## src/rtl/decodificador_instrucao_fila.sv

```systemverilog
// Instruction decoder feeding a small FIFO of decoded fields and error flags.
// Accept/pop on valid/ready; flush clears the queue; counters track accepts.
module decodificador_instrucao_fila #(
    parameter int INSTR_W    = 32,
    parameter int OPCODE_W   = 4,
    parameter int IDX_W      = 3,
    parameter int DADO_W     = 16,
    parameter int ID_W       = 2,
    parameter int MATRIZ_DIM = 5,
    parameter int OPCODE_MAX = 8,
    parameter int DEPTH      = 4,
    parameter int CNT_W      = 16
) (
    input  logic                         clk,
    input  logic                         rst_n,
    input  logic                         flush,
    input  logic                         in_valid,
    output logic                         in_ready,
    input  logic [INSTR_W-1:0]           instrucao,
    output logic                         out_valid,
    input  logic                         out_ready,
    output logic [OPCODE_W-1:0]          opcode,
    output logic [IDX_W-1:0]             linha,
    output logic [IDX_W-1:0]             coluna,
    output logic [DADO_W-1:0]            dado,
    output logic [ID_W-1:0]              id_matriz,
    output logic                         erro_opcode,
    output logic                         erro_indice,
    output logic [$clog2(DEPTH+1)-1:0]   ocupacao,
    output logic [CNT_W-1:0]             cnt_instr,
    output logic [CNT_W-1:0]             cnt_erro
);

    localparam int OCC_W   = $clog2(DEPTH+1);
    localparam int PTR_W   = $clog2(DEPTH);
    localparam int OP_LSB  = INSTR_W - OPCODE_W;
    localparam int LIN_LSB = OP_LSB - IDX_W;
    localparam int COL_LSB = LIN_LSB - IDX_W;
    localparam int DAD_LSB = COL_LSB - DADO_W;
    localparam int ID_LSB  = DAD_LSB - ID_W;
    localparam logic [OCC_W-1:0] CHEIO = OCC_W'(DEPTH);

    if (INSTR_W < OPCODE_W + 2*IDX_W + DADO_W + ID_W) begin : g_chk_w
        $error("INSTR_W too small for the field layout");
    end
    if (DEPTH < 2 || (DEPTH & (DEPTH - 1)) != 0) begin : g_chk_d
        $error("DEPTH must be a power of two and at least 2");
    end
    if (MATRIZ_DIM > (1 << IDX_W)) begin : g_chk_m
        $error("MATRIZ_DIM does not fit in IDX_W bits");
    end

    typedef struct packed {
        logic [OPCODE_W-1:0] op;
        logic [IDX_W-1:0]    lin;
        logic [IDX_W-1:0]    col;
        logic [DADO_W-1:0]   dad;
        logic [ID_W-1:0]     id;
        logic                eo;
        logic                ei;
    } ent_t;

    ent_t             mem [DEPTH];
    ent_t             novo;
    ent_t             head;
    logic [PTR_W-1:0] wr_ptr;
    logic [PTR_W-1:0] rd_ptr;
    logic             push;
    logic             pop;

    always_comb begin
        novo     = '0;
        novo.op  = instrucao[OP_LSB  +: OPCODE_W];
        novo.lin = instrucao[LIN_LSB +: IDX_W];
        novo.col = instrucao[COL_LSB +: IDX_W];
        novo.dad = instrucao[DAD_LSB +: DADO_W];
        novo.id  = instrucao[ID_LSB  +: ID_W];
        novo.eo  = int'(novo.op) > OPCODE_MAX;
        novo.ei  = (int'(novo.lin) >= MATRIZ_DIM) ||
                   (int'(novo.col) >= MATRIZ_DIM);
    end

    assign in_ready  = (ocupacao != CHEIO);
    assign out_valid = (ocupacao != '0);
    assign push      = in_valid && in_ready;
    assign pop       = out_valid && out_ready;
    assign head      = mem[rd_ptr];

    // Everything is gated so an empty queue presents all-zero fields.
    assign opcode      = out_valid ? head.op  : '0;
    assign linha       = out_valid ? head.lin : '0;
    assign coluna      = out_valid ? head.col : '0;
    assign dado        = out_valid ? head.dad : '0;
    assign id_matriz   = out_valid ? head.id  : '0;
    assign erro_opcode = out_valid && head.eo;
    assign erro_indice = out_valid && head.ei;

    always_ff @(posedge clk) begin
        if (push && !flush) begin
            mem[wr_ptr] <= novo;
        end
    end

    always_ff @(posedge clk or negedge rst_n) begin
        if (!rst_n) begin
            wr_ptr    <= '0;
            rd_ptr    <= '0;
            ocupacao  <= '0;
            cnt_instr <= '0;
            cnt_erro  <= '0;
        end else if (flush) begin
            wr_ptr   <= '0;
            rd_ptr   <= '0;
            ocupacao <= '0;
        end else begin
            if (push) begin
                wr_ptr <= wr_ptr + 1'b1;
                if (cnt_instr != '1) begin
                    cnt_instr <= cnt_instr + 1'b1;
                end
                if ((novo.eo || novo.ei) && cnt_erro != '1) begin
                    cnt_erro <= cnt_erro + 1'b1;
                end
            end
            if (pop) begin
                rd_ptr <= rd_ptr + 1'b1;
            end
            if (push && !pop) begin
                ocupacao <= ocupacao + 1'b1;
            end else if (pop && !push) begin
                ocupacao <= ocupacao - 1'b1;
            end
        end
    end

endmodule
```

## config.mk

```make
export PLATFORM = sky130hd
export DESIGN_NAME = decodificador_instrucao_fila
export DESIGN_NICKNAME = d
export VERILOG_FILES = /design/src/rtl/decodificador_instrucao_fila.sv
export SDC_FILE = /design/constraint.sdc
export NUM_CORES = 1
export LEC_CHECK = 0
export ABC_AREA = 1
export CAP_MARGIN = 20
export CELL_PAD_IN_SITES_DETAIL_PLACEMENT = 0
export CELL_PAD_IN_SITES_GLOBAL_PLACEMENT = 1
export CORE_MARGIN = 2
export CORE_UTILIZATION = 40
export CTS_CLUSTER_SIZE = 25
export DETAILED_ROUTE_END_ITERATION = 8
export PLACE_DENSITY = 0.87
export SLEW_MARGIN = 20
export SYNTH_ARGS = -nofsm -noshare
export SYNTH_HDL_FRONTEND = slang
export SYNTH_SLANG_ARGS = --single-unit
```

## constraint.sdc

```tcl
create_clock -name clk -period 4.45 [get_ports clk]
set_input_delay 0.445 -clock clk [delete_from_list [all_inputs] [get_ports clk]]
set_output_delay 0.445 -clock clk [all_outputs]
set_load 0.1 [all_outputs]
```

==> summary.md, run 1 <==
| Metric | Value |
|---|---|
| CTS tree | `built` |
| Post-place setup slack | `1.70 ns` |
| Hold bufs inserted after CTS | `0` |
| Die Height | `138 microns` |
| Fin cells | `1059` |
| DR iter-0 viols | `316` |
| Crit start category | `register` |
| Yosys cell types | `32` |
| HPWL after detailed placement | `9830 microns` |
| Pleak | `3.37 nW` |
| Max-cap violations | `0` |
| Grt ovf | `0` |
| Port bufs | `99` |
| Detail Route Antenna Nets | `0` |
| Status | `finished, final reports clean` |
| WL/cell | `14.9 microns` |
| Via count | `5162` |
| Critical path required time | `4.01 ns` |
| Initial antenna violation count | `0` |
| PwrDens | `658 nW/um^2` |
| H-tree Lvls | `4` |
| Io pins | `104` |
| Final Cycle Share | `63.7%` |
| Maximum VDD drop | `0.546 mV` |
| Endpoints failing hold | `0` |
| Final WS setup | `1.62 ns` |
| Vias in the first global route | `4889` |
| Main synth FF type | `edfxtp_1` |
| Total die area | `19000 sq um` |
| Max-slew violation count | `0` |
| Worst slew margin | `30.5%` |
| Post-synthesis sequential area ratio | `63.8%` |
| Ant diodes | `0` |
| Row cnt | `48` |
| First-pass GRT wire length | `25200 microns` |
| Synthesized cell area | `7170 sq um` |
| DRT Wirelength | `15800 microns` |
| Critical Path Sink Type | `output pin` |
| Final setup fails | `0` |
| Total GRT Usage | `17.4%` |
| 1st-pass router iterations | `4` |
| CTS max path bufs | `2` |
| Die Width | `138 microns` |
| Fin nets | `865` |
| Clock Skews | `0.00699 ns` |
| Worst-path clk slew | `0.06 ns` |
| Synth Register Bits | `159` |
| Setup Fix Bufs, Post-CTS | `0` |
| Routability congestion estimate | `0.799` |
| Asr flop ratio synth | `24.5%` |
| Max Clock Freq | `353 MHz` |
| Tmin final | `2.83 ns` |
| Clk_lat worst skew | `0.42 ns` |
| HP Class | `input pin to asynchronous set/reset pin` |
| Layout cells sized above 1 | `11.6%` |
| Area Growth Syn to Fin | `23.4%` |
| Worst setup path class | `register to output pin` |
| Fin Setup TNS | `0 ns` |
| Most frequent cell after synthesis | `nor2_1` |
| Placed cells | `1027` |
| Max FO, Critical Path | `19` |
| Largest net degree at the start of global routing | `62` |
| DRC | `0` |
| Post-CTS Resized | `0` |
| Synth Net Count | `764` |
| Initial Utilization | `41.2%` |
| YS warnings | `0` |
| Measured slew at the worst slew-check pin | `1.04 ns` |
| Area leader, netlist | `edfxtp_1` |
| Post-synth EDFFs | `120` |
| Cells taking the most area after synthesis | `edfxtp_1 50%, dfrtp_1 14%, nor2_1 8.4%, nand2_1 8.4%, o21ai_0 5.0%` |
| Commonest cells in the synthesized netlist | `161 x nor2_1, 160 x nand2_1, 120 x edfxtp_1, 72 x o21ai_0, 39 x dfrtp_1` |
| CTS root buf | `clkbuf_16` |
| Synth Area per Inst | `9.96 sq um` |
| Finished Core Util | `50.8%` |
| Clock buffer count from CTS | `17` |
| Critical Path AT | `2.39 ns` |
| Post-Syn Instances | `720` |
| RSZ-0062 raised after global routing | `no` |
| Top-area cell type share of the netlist area | `50.2%` |
| Core area | `17400 sq um` |
| CTS sink count | `159` |
| Vias/cell | `4.87` |
==> layout make-up <==
cell class	count	area [sq um]
Tap cell	225	282
Multi-Input combinational cell	501	2350
Clock buffer	18	429
Timing Repair Buffer	108	978
Sequential cell	159	4580
Clock inverter	14	109
Inverter	34	128
Fill cell	1557	8560
==> layout by cell type, fill, tap and decap left out, types with 2 or more instances in the layout <==
cell type	n
clkinv_4	3
clkdlybuf4s50_1	68
nor2_2	7
o21ai_0	72
dfrtp_1	38
ha_1	6
edfxtp_1	120
nand3_1	14
nor2_1	157
xor2_1	5
clkinv_1	2
inv_2	4
clkbuf_16	17
nand2_1	160
nor2_4	3
nand4_1	14
clkinvlp_4	3
inv_1	29
inv_6	4
xnor2_1	12
clkinv_2	2
o21ai_1	3
a21oi_1	32
nand2_2	6
buf_4	39
==> flip-flops by register name, indices dropped and copies added (netlist names) <==
signal,flops
cnt_instr,16
mem,120
wr_ptr,2
cnt_erro,16
rd_ptr,2
ocupacao,3
==> per-stage QoR <==
step           instance area (sq um)  hold WS [ns]  total power, mW
6_report                        8850         0.143             5.83
5_1_grt                         8850         0.216             6.08
4_1_cts                         8850         0.171             5.88
3_5_place_dp                    8320         0.544             4.56
3_3_place_gp                    8320         0.539             4.54
2_1_floorplan                   7170         0.149             3.95
==> report_power, final <==
group,switching [mW],total [mW],internal (mW)
clock,0.592,1.31,0.721
combinational,2.14,2.67,0.531
sequential,0.115,1.84,1.73
total,2.85,5.83,2.98
==> logic make-up after synthesis <==
group,Yosys count,synth area share [%]
flip-flops,159,63.8
XOR/XNOR,17,2.08
buffers and inverters,60,3.56
adder cells (fa/ha/maj),7,1.33
AO/OA/AOI/OAI,110,7.95
AND/OR/NAND/NOR,367,21.2
==> routing by layer <==
metal,GRT usage [%],part of all wire (%),vias up,routed length [microns]
met5,0,0,-,0
met4,5.27,0.51,0,80
met3,4.09,6.3,4,1000
met2,28.8,49,120,7750
met1,22.9,44,2417,6980
li1,-,-,2621,-
==> critical path: stages (launching register included) <==
cell	delay [ns]
dfrtp_1	0.43
nor2_2	0.20
nand2_1	0.18
inv_1	0.40
buf_4	0.36
a21oi_1	0.12
buf_4	0.26
==> worst paths after layout <==
path | depth (start not counted) | slack [ns] | from | end
max | 6 | 1.62 | ocupacao[1] | linha[0]
max in group asynchronous | 1 | 3.69 | rst_n | rd_ptr[0]
min | 1 | 0.14 | rst_n | cnt_erro[13]
max reg2reg | 5 | 2.28 | ocupacao[0] | mem[0][26]
min in group clk | 2 | 0.55 | cnt_instr[15] | cnt_instr[15]
min reg2reg | 2 | 0.55 | cnt_instr[15] | cnt_instr[15]
Power figures use the tool's default switching activity.
==> run 2, diff against run 1 <==
--- a/config.mk
+++ b/config.mk
@@ -10,7 +10,7 @@
 export CELL_PAD_IN_SITES_DETAIL_PLACEMENT = 0
 export CELL_PAD_IN_SITES_GLOBAL_PLACEMENT = 1
 export CORE_MARGIN = 2
-export CORE_UTILIZATION = 40
+export CORE_UTILIZATION = 38
 export CTS_CLUSTER_SIZE = 25
 export DETAILED_ROUTE_END_ITERATION = 8
 export PLACE_DENSITY = 0.87
==> constraint.sdc (replaced) <==
create_clock -name clk -period 2.35 [get_ports clk]
set_input_delay 0.235 -clock clk [delete_from_list [all_inputs] [get_ports clk]]
set_output_delay 0.235 -clock clk [all_outputs]
set_load 0.1 [all_outputs]
==> run 2 against run 1 <==
Against the previous run:
- cell count up 2.0%
- hold slack better by 0.15 ns
- die area up 5.1%
- clock skew up 0.0014 ns
- sequential share of layout area down 4.4 points
- setup slack worse by 1.5 ns
- non-clock buffer count up 12
- largest cell class unchanged
- largest power group unchanged
==> summary.md, run 2 (synthesized netlist as in run 1, its figures left out) <==
| Metric | Value |
|---|---|
| CTS max path bufs | `2 (unchanged)` |
| Total GRT Usage | `16.6% (was 17.4%)` |
| DR iter-0 viols | `334 (was 316)` |
| Fin nets | `877 (was 865)` |
| WL/cell | `14.8 microns (was 14.9 microns)` |
| CP max stage delay | `0.50 ns (was 0.43 ns)` |
| Initial Utilization | `38.5% (was 41.2%)` |
| Core area | `18600 sq um (was 17400 sq um)` |
| Largest register FFs | `120 (unchanged)` |
| Worst setup path class | `register to output pin (unchanged)` |
| Area of the multi-input gates | `2710 sq um (was 2350 sq um)` |
| Critical Path Sink Type | `output pin (unchanged)` |
| Detail Route Antenna Nets | `0 (unchanged)` |
| Worst-path clk slew | `0.06 ns (about the same)` |
| Critical path required time | `2.12 ns (was 4.01 ns)` |
| FF-to-FF End | `ocupacao[2] (was mem[0][26])` |
| HP Class | `input pin to asynchronous set/reset pin (unchanged)` |
| DRT Wirelength | `16000 microns (was 15800 microns)` |
| Clock buffer count from CTS | `17 (unchanged)` |
| Crit start category | `register (unchanged)` |
| Tmin final | `2.24 ns` |
| Initial antenna violation count | `0 (unchanged)` |
| Crit-path most repeated cell | `buf_12 (was buf_4)` |
| WHS | `0.293 ns (was 0.143 ns)` |
| Final setup fails | `0 (unchanged)` |
| Die Width | `141 microns (was 138 microns)` |
| Crit path buf inv count | `3 (unchanged)` |
| Grt ovf | `0 (unchanged)` |
| Endpoints failing hold | `0 (unchanged)` |
| Worst path depth | `6 (unchanged)` |
| Family with the most delay on the worst path | `buffers and inverters (unchanged)` |
| Most frequent cells in the layout | `159 x nand2_1, 157 x nor2_1, 120 x edfxtp_1, 72 x o21ai_0, 53 x buf_4 (was 160 x nand2_1, 157 x nor2_1, 120 x edfxtp_1, 72 x o21ai_0, 68 x clkdlybuf4s50_1)` |
| Clk_lat worst skew | `0.42 ns (about the same)` |
| Vias/cell | `4.88 (was 4.87)` |
| Io pins | `104 (unchanged)` |
| Routability congestion estimate | `0.829 (was 0.799)` |
| Max-cap violations | `0 (unchanged)` |
| Ant diodes | `0 (unchanged)` |
| Clock Skews | `0.00837 ns (was 0.00699 ns)` |
| Max Clock Freq | `447 MHz` |
| Status | `finished, final reports clean (unchanged)` |
| Max FO, Critical Path | `13 (was 19)` |
| Die Height | `141 microns (was 138 microns)` |
| Fin cells | `1080 (was 1059)` |
| Final Cycle Share | `95.2%` |
| PwrDens | `1290 nW/um^2 (was 658 nW/um^2)` |
| Max-slew violation count | `0 (unchanged)` |
| Maximum VDD drop | `1.17 mV (was 0.546 mV)` |
| Finished Core Util | `52.0% (was 50.8%)` |
| Register area | `4590 sq um (was 4580 sq um)` |
| RSZ-0062 raised after global routing | `no (unchanged)` |
| Leading cell type in the layout, fill and taps excluded | `nand2_1 (unchanged)` |
| Design Area, Final | `9690 sq um (was 8850 sq um)` |
| Worst slew margin | `69.8% (was 30.5%)` |
| Row cnt | `50 (was 48)` |
| CTS sink count | `159 (unchanged)` |
| CTS root buf | `clkbuf_16 (unchanged)` |
| Biggest regs | `mem x120, cnt_erro x16, cnt_instr x16 (unchanged)` |
| Placed cells | `1047 (was 1027)` |
| Reg2Reg Depth | `9 (was 5)` |
| Total die area | `20000 sq um (was 19000 sq um)` |
| DRC | `0 (unchanged)` |
| Final WS setup | `0.112 ns (was 1.62 ns)` |
| Slowest library cell on the worst path | `dfrtp_4 (was dfrtp_1)` |
| First-pass GRT wire length | `25800 microns (was 25200 microns)` |
| Setup slack, reg-to-reg | `0.30 ns (was 2.28 ns)` |
| 1st-pass router iterations | `4 (unchanged)` |
| Critical-path cell list | `nor2_2 > nand2_4 > clkinv_2 > buf_12 > a21oi_4 > buf_12 (was nor2_2 > nand2_1 > inv_1 > buf_4 > a21oi_1 > buf_4)` |
| Measured slew at the worst slew-check pin | `0.453 ns (was 1.04 ns)` |
| Filler cell count | `1609 (was 1557)` |
| Pleak | `3.69 nW (was 3.37 nW)` |
| Vias in the first global route | `5106 (was 4889)` |
| Critical Path AT | `2.00 ns (was 2.39 ns)` |
| Largest net degree at the start of global routing | `43 (was 62)` |
| Post-DP Area | `9120 sq um (was 8320 sq um)` |
| HPWL after detailed placement | `10700 microns (was 9830 microns)` |
| Total power | `12.5 mW (was 5.83 mW)` |
| CTS tree | `built (unchanged)` |
| Area Growth Syn to Fin | `35.1% (was 23.4%)` |
| H-tree Lvls | `4 (unchanged)` |
| Via count | `5275 (was 5162)` |
| Layout cells sized above 1 | `21.0% (was 11.6%)` |
| Post-place setup slack | `0.243 ns (was 1.70 ns)` |
| R2r startpoint | `ocupacao[1] (was ocupacao[0])` |
| Fin Setup TNS | `0 ns (unchanged)` |
| Biggest register | `mem (unchanged)` |
| Port bufs | `99 (unchanged)` |
-- run 2: cell type report --
cell class | count | area share [%]
multi-input cells | 501 | 28.0
inverters | 34 | 1.33
clock buffers | 18 | 4.43
repair buffers | 120 | 14.5
clock inverters | 14 | 1.37
well taps | 234 | 3.02
flip-flops and latches | 159 | 47.4
-- run 2: worst max-delay path by stage --
stage / start / endpoint
after floorplan: ocupacao[2] / coluna[0]
after global placement: in_valid / mem[1][10]
final: ocupacao[1] / erro_indice
after CTS: ocupacao[1] / dado[9]
after global routing: rd_ptr[0] / linha[2]
after detailed placement: in_valid / mem[1][10]
-- run 2: what timing repair did --
action,CTS,global route
hold endpoints to repair,17,0
gates resized for setup,0,1
hold buffers,1,0
setup buffers,0,0
endpoints found under the setup margin,0,25
-- run 2: routing by layer --
layer  track usage (%)  wire (microns)  vias to the layer above
met3              4.52             765                       18
li1                  -               -                     2640
met1              20.8            7090                     2500
met4              5.53             205                        0
met2              28.0            7950                      117
met5                 0               0                        -
-- run 2: power by group --
| part | internal, mW | total, mW | switching (mW) |
|---|---|---|---|
| Sequential | 3.28 | 3.50 | 0.218 |
| Combinational | 1.93 | 6.44 | 4.51 |
| Clock | 1.48 | 2.59 | 1.12 |
| Total | 6.69 | 12.5 | 5.85 |
==> run 3, diff against run 2 <==
--- a/config.mk
+++ b/config.mk
@@ -10,10 +10,11 @@
 export CELL_PAD_IN_SITES_DETAIL_PLACEMENT = 0
 export CELL_PAD_IN_SITES_GLOBAL_PLACEMENT = 1
 export CORE_MARGIN = 2
-export CORE_UTILIZATION = 38
+export CORE_UTILIZATION = 40
 export CTS_CLUSTER_SIZE = 25
 export DETAILED_ROUTE_END_ITERATION = 8
-export PLACE_DENSITY = 0.87
+export DONT_BUFFER_PORTS = 1
+export PLACE_DENSITY = 0.8
 export SLEW_MARGIN = 20
 export SYNTH_ARGS = -nofsm -noshare
 export SYNTH_HDL_FRONTEND = slang
==> run 3 against run 2 <==
Against the previous run:
- sequential power fell by 3%
- cell count shrank 1.9%
- flip-flop and latch count unchanged
- clock skew about the same
- largest power group unchanged
- critical endpoint is now linha[2]
- total power increased by 0.78%
- fmax grew 2.1%
- global-route usage is 2.2 points higher
==> summary.md, run 3 (synthesized netlist as in run 1, its figures left out) <==
| Metric | Value |
|---|---|
| Initial Utilization | `41.2% (was 38.5%)` |
| Critical path required time | `2.12 ns (about the same)` |
| First-pass GRT wire length | `27200 microns (was 25800 microns)` |
| Setup Fix Bufs, Post-CTS | `0 (unchanged)` |
| RSZ-0062 raised after global routing | `no (unchanged)` |
| Fin nets | `866 (was 877)` |
| CTS root buf | `clkbuf_16 (unchanged)` |
| Hold bufs inserted after CTS | `31 (was 1)` |
| DRT Wirelength | `16900 microns (was 16000 microns)` |
| Critical Path AT | `1.96 ns (was 2.00 ns)` |
| Largest register FFs | `120 (unchanged)` |
| Worst-path clk slew | `0.06 ns (about the same)` |
| CTS max path bufs | `2 (unchanged)` |
| Final Cycle Share | `93.2% (was 95.2%)` |
| Post-CTS Resized | `0 (unchanged)` |
| Worst slew margin | `69.2% (was 69.8%)` |
| Row cnt | `48 (was 50)` |
| Finished Core Util | `55.5% (was 52.0%)` |
| FF-to-FF End | `ocupacao[2] (unchanged)` |
| Final WS setup | `0.159 ns (was 0.112 ns)` |
| Most frequent cells in the layout | `159 x nand2_1, 157 x nor2_1, 120 x edfxtp_1, 72 x o21ai_0, 42 x buf_4 (was 159 x nand2_1, 157 x nor2_1, 120 x edfxtp_1, 72 x o21ai_0, 53 x buf_4)` |
| Clock Skews | `0.00802 ns (was 0.00837 ns)` |
| Core area | `17400 sq um (was 18600 sq um)` |
| Total power | `12.6 mW (was 12.5 mW)` |
| Post-place setup slack | `0.363 ns (was 0.243 ns)` |
| Fin Setup TNS | `0 ns (unchanged)` |
| Die Height | `138 microns (was 141 microns)` |
| Biggest register | `mem (unchanged)` |
| Status | `finished, final reports clean (unchanged)` |
| Max-slew violation count | `0 (unchanged)` |
| Setup slack, reg-to-reg | `0.35 ns (was 0.30 ns)` |
| Measured slew at the worst slew-check pin | `0.461 ns (was 0.453 ns)` |
| Ant diodes | `0 (unchanged)` |
| PwrDens | `1310 nW/um^2 (was 1290 nW/um^2)` |
| Detail Route Antenna Nets | `0 (unchanged)` |
| DR iter-0 viols | `286 (was 334)` |
| CTS tree | `built (unchanged)` |
| Placed cells | `997 (was 1047)` |
| Die Width | `138 microns (was 141 microns)` |
| Area Growth Syn to Fin | `34.8% (was 35.1%)` |
| Hold EP | `wr_ptr[1]` |
| Via count | `5341 (was 5275)` |
| H-tree Lvls | `4 (unchanged)` |
| Total die area | `19000 sq um (was 20000 sq um)` |
| DRC | `0 (unchanged)` |
| Clock buffer count from CTS | `17 (unchanged)` |
| Switching Power | `5.79 mW (was 5.85 mW)` |
| Endpoints failing hold | `0 (unchanged)` |
| Layout cells sized above 1 | `20.2% (was 21.0%)` |
| Internal power | `6.84 mW (was 6.69 mW)` |
| Worst setup path class | `register to output pin (unchanged)` |
| Vias/cell | `5.04 (was 4.88)` |
| Tmin final | `2.19 ns (was 2.24 ns)` |
| Clk_lat worst skew | `0.41 ns (was 0.42 ns)` |
| Total GRT Usage | `18.8% (was 16.6%)` |
| Crit start category | `register (unchanged)` |
| Combinational share of power | `51.4% (about the same)` |
| Switch share | `45.9% (was 46.7%)` |
| Critical Path Sink Type | `output pin (unchanged)` |
| Port bufs | `0 (was 99)` |
| R2r startpoint | `ocupacao[1] (unchanged)` |
| Vias in the first global route | `5413 (was 5106)` |
| CTS sink count | `159 (unchanged)` |
| Largest net degree at the start of global routing | `62 (was 43)` |
| Maximum VDD drop | `1.07 mV (was 1.17 mV)` |
| Reg2Reg Depth | `9 (unchanged)` |
| Clock power share | `21.6% (was 20.7%)` |
| HP Start | `flush` |
| WL/cell | `15.9 microns (was 14.8 microns)` |
| Max FO, Critical Path | `12 (was 13)` |
| Leading cell type in the layout, fill and taps excluded | `nand2_1 (unchanged)` |
| Initial antenna violation count | `0 (unchanged)` |
| Final setup fails | `0 (unchanged)` |
| Grt ovf | `0 (unchanged)` |
| Pleak | `3.67 nW (was 3.69 nW)` |
| HP Class | `input pin to register (was input pin to asynchronous set/reset pin)` |
| HPWL after detailed placement | `10500 microns (was 10700 microns)` |
| Max-cap violations | `0 (unchanged)` |
| Io pins | `104 (unchanged)` |
| Fin cells | `1060 (was 1080)` |
| 1st-pass router iterations | `4 (unchanged)` |
| Routability congestion estimate | `0.908 (was 0.829)` |
| Sequential share of power | `27.0% (was 27.9%)` |
| Max Clock Freq | `456 MHz (was 447 MHz)` |
| Hold depth | `3` |
| Biggest regs | `mem x120, cnt_erro x16, cnt_instr x16 (unchanged)` |
[run 3: cell types whose count changed in the layout (fill, tap and decap cells not counted), sizes merged]
cell	before	now
clkdlybuf4s50	31	0
clkinv	8	4
inv	37	34
clkbuf	18	25
buf	88	79
dlygate4sd3	1	30
[run 3: power by group through the flow]
| stage | registers [mW] | logic (mW) | clock network [mW] |
|---|---|---|---|
| floorplan | 4.32 | 3.67 | 0 |
| global placement | 3.45 | 6.39 | 0 |
| detailed placement | 3.46 | 6.45 | 0 |
| CTS | 3.41 | 6.55 | 2.78 |
| global route | 3.43 | 6.79 | 2.89 |
| finish | 3.41 | 6.50 | 2.73 |
[run 3: worst max-delay path: stages (launching register included)]
cell and delay (ns):
dfrtp_1 0.37, inv_1 0.35, buf_4 0.30, nor2_1 0.07, o21ai_0 0.16, a21oi_4 0.11, buf_12 0.18
[run 3: routing by layer]
metal	global-route usage, %	part of all wire, %	vias up
li1	-	-	2620
met1	23.6	43	2578
met2	32.4	51	134
met3	4.71	5.7	9
met4	4.99	0.66	0
met5	0	0	-
[run 3: cell type report]
| cell class | count | area (sq um) |
|---|---|---|
| clock inverter | 7 | 70.1 |
| clock buffer | 25 | 528 |
| timing repair buffer | 109 | 1360 |
| sequential | 159 | 4590 |
| inverter | 34 | 129 |
| tap | 225 | 282 |
| fill | 1470 | 7750 |
| multi-input combinational | 501 | 2710 |
[run 3: worst max path at each step]
stage | slack [ns] | from | to
after detailed placement | 0.36 | ocupacao[1] | ocupacao[2]
after floorplan | 0.007 | ocupacao[2] | coluna[0]
final | 0.16 | rd_ptr[1] | linha[2]
after global routing | 0.05 | rd_ptr[1] | dado[4]
after CTS | 0.13 | rd_ptr[1] | linha[2]
after global placement | 0.39 | ocupacao[1] | ocupacao[2]
[run 3: metrics by stage]
step,hold slack (ns),instance area [sq um]
floorplan,-0.0606,7540
global placement,-0.0594,8750
detailed placement,-0.0594,8750
CTS,0.00697,9670
global route,0.0255,9670
finish,0.0185,9670
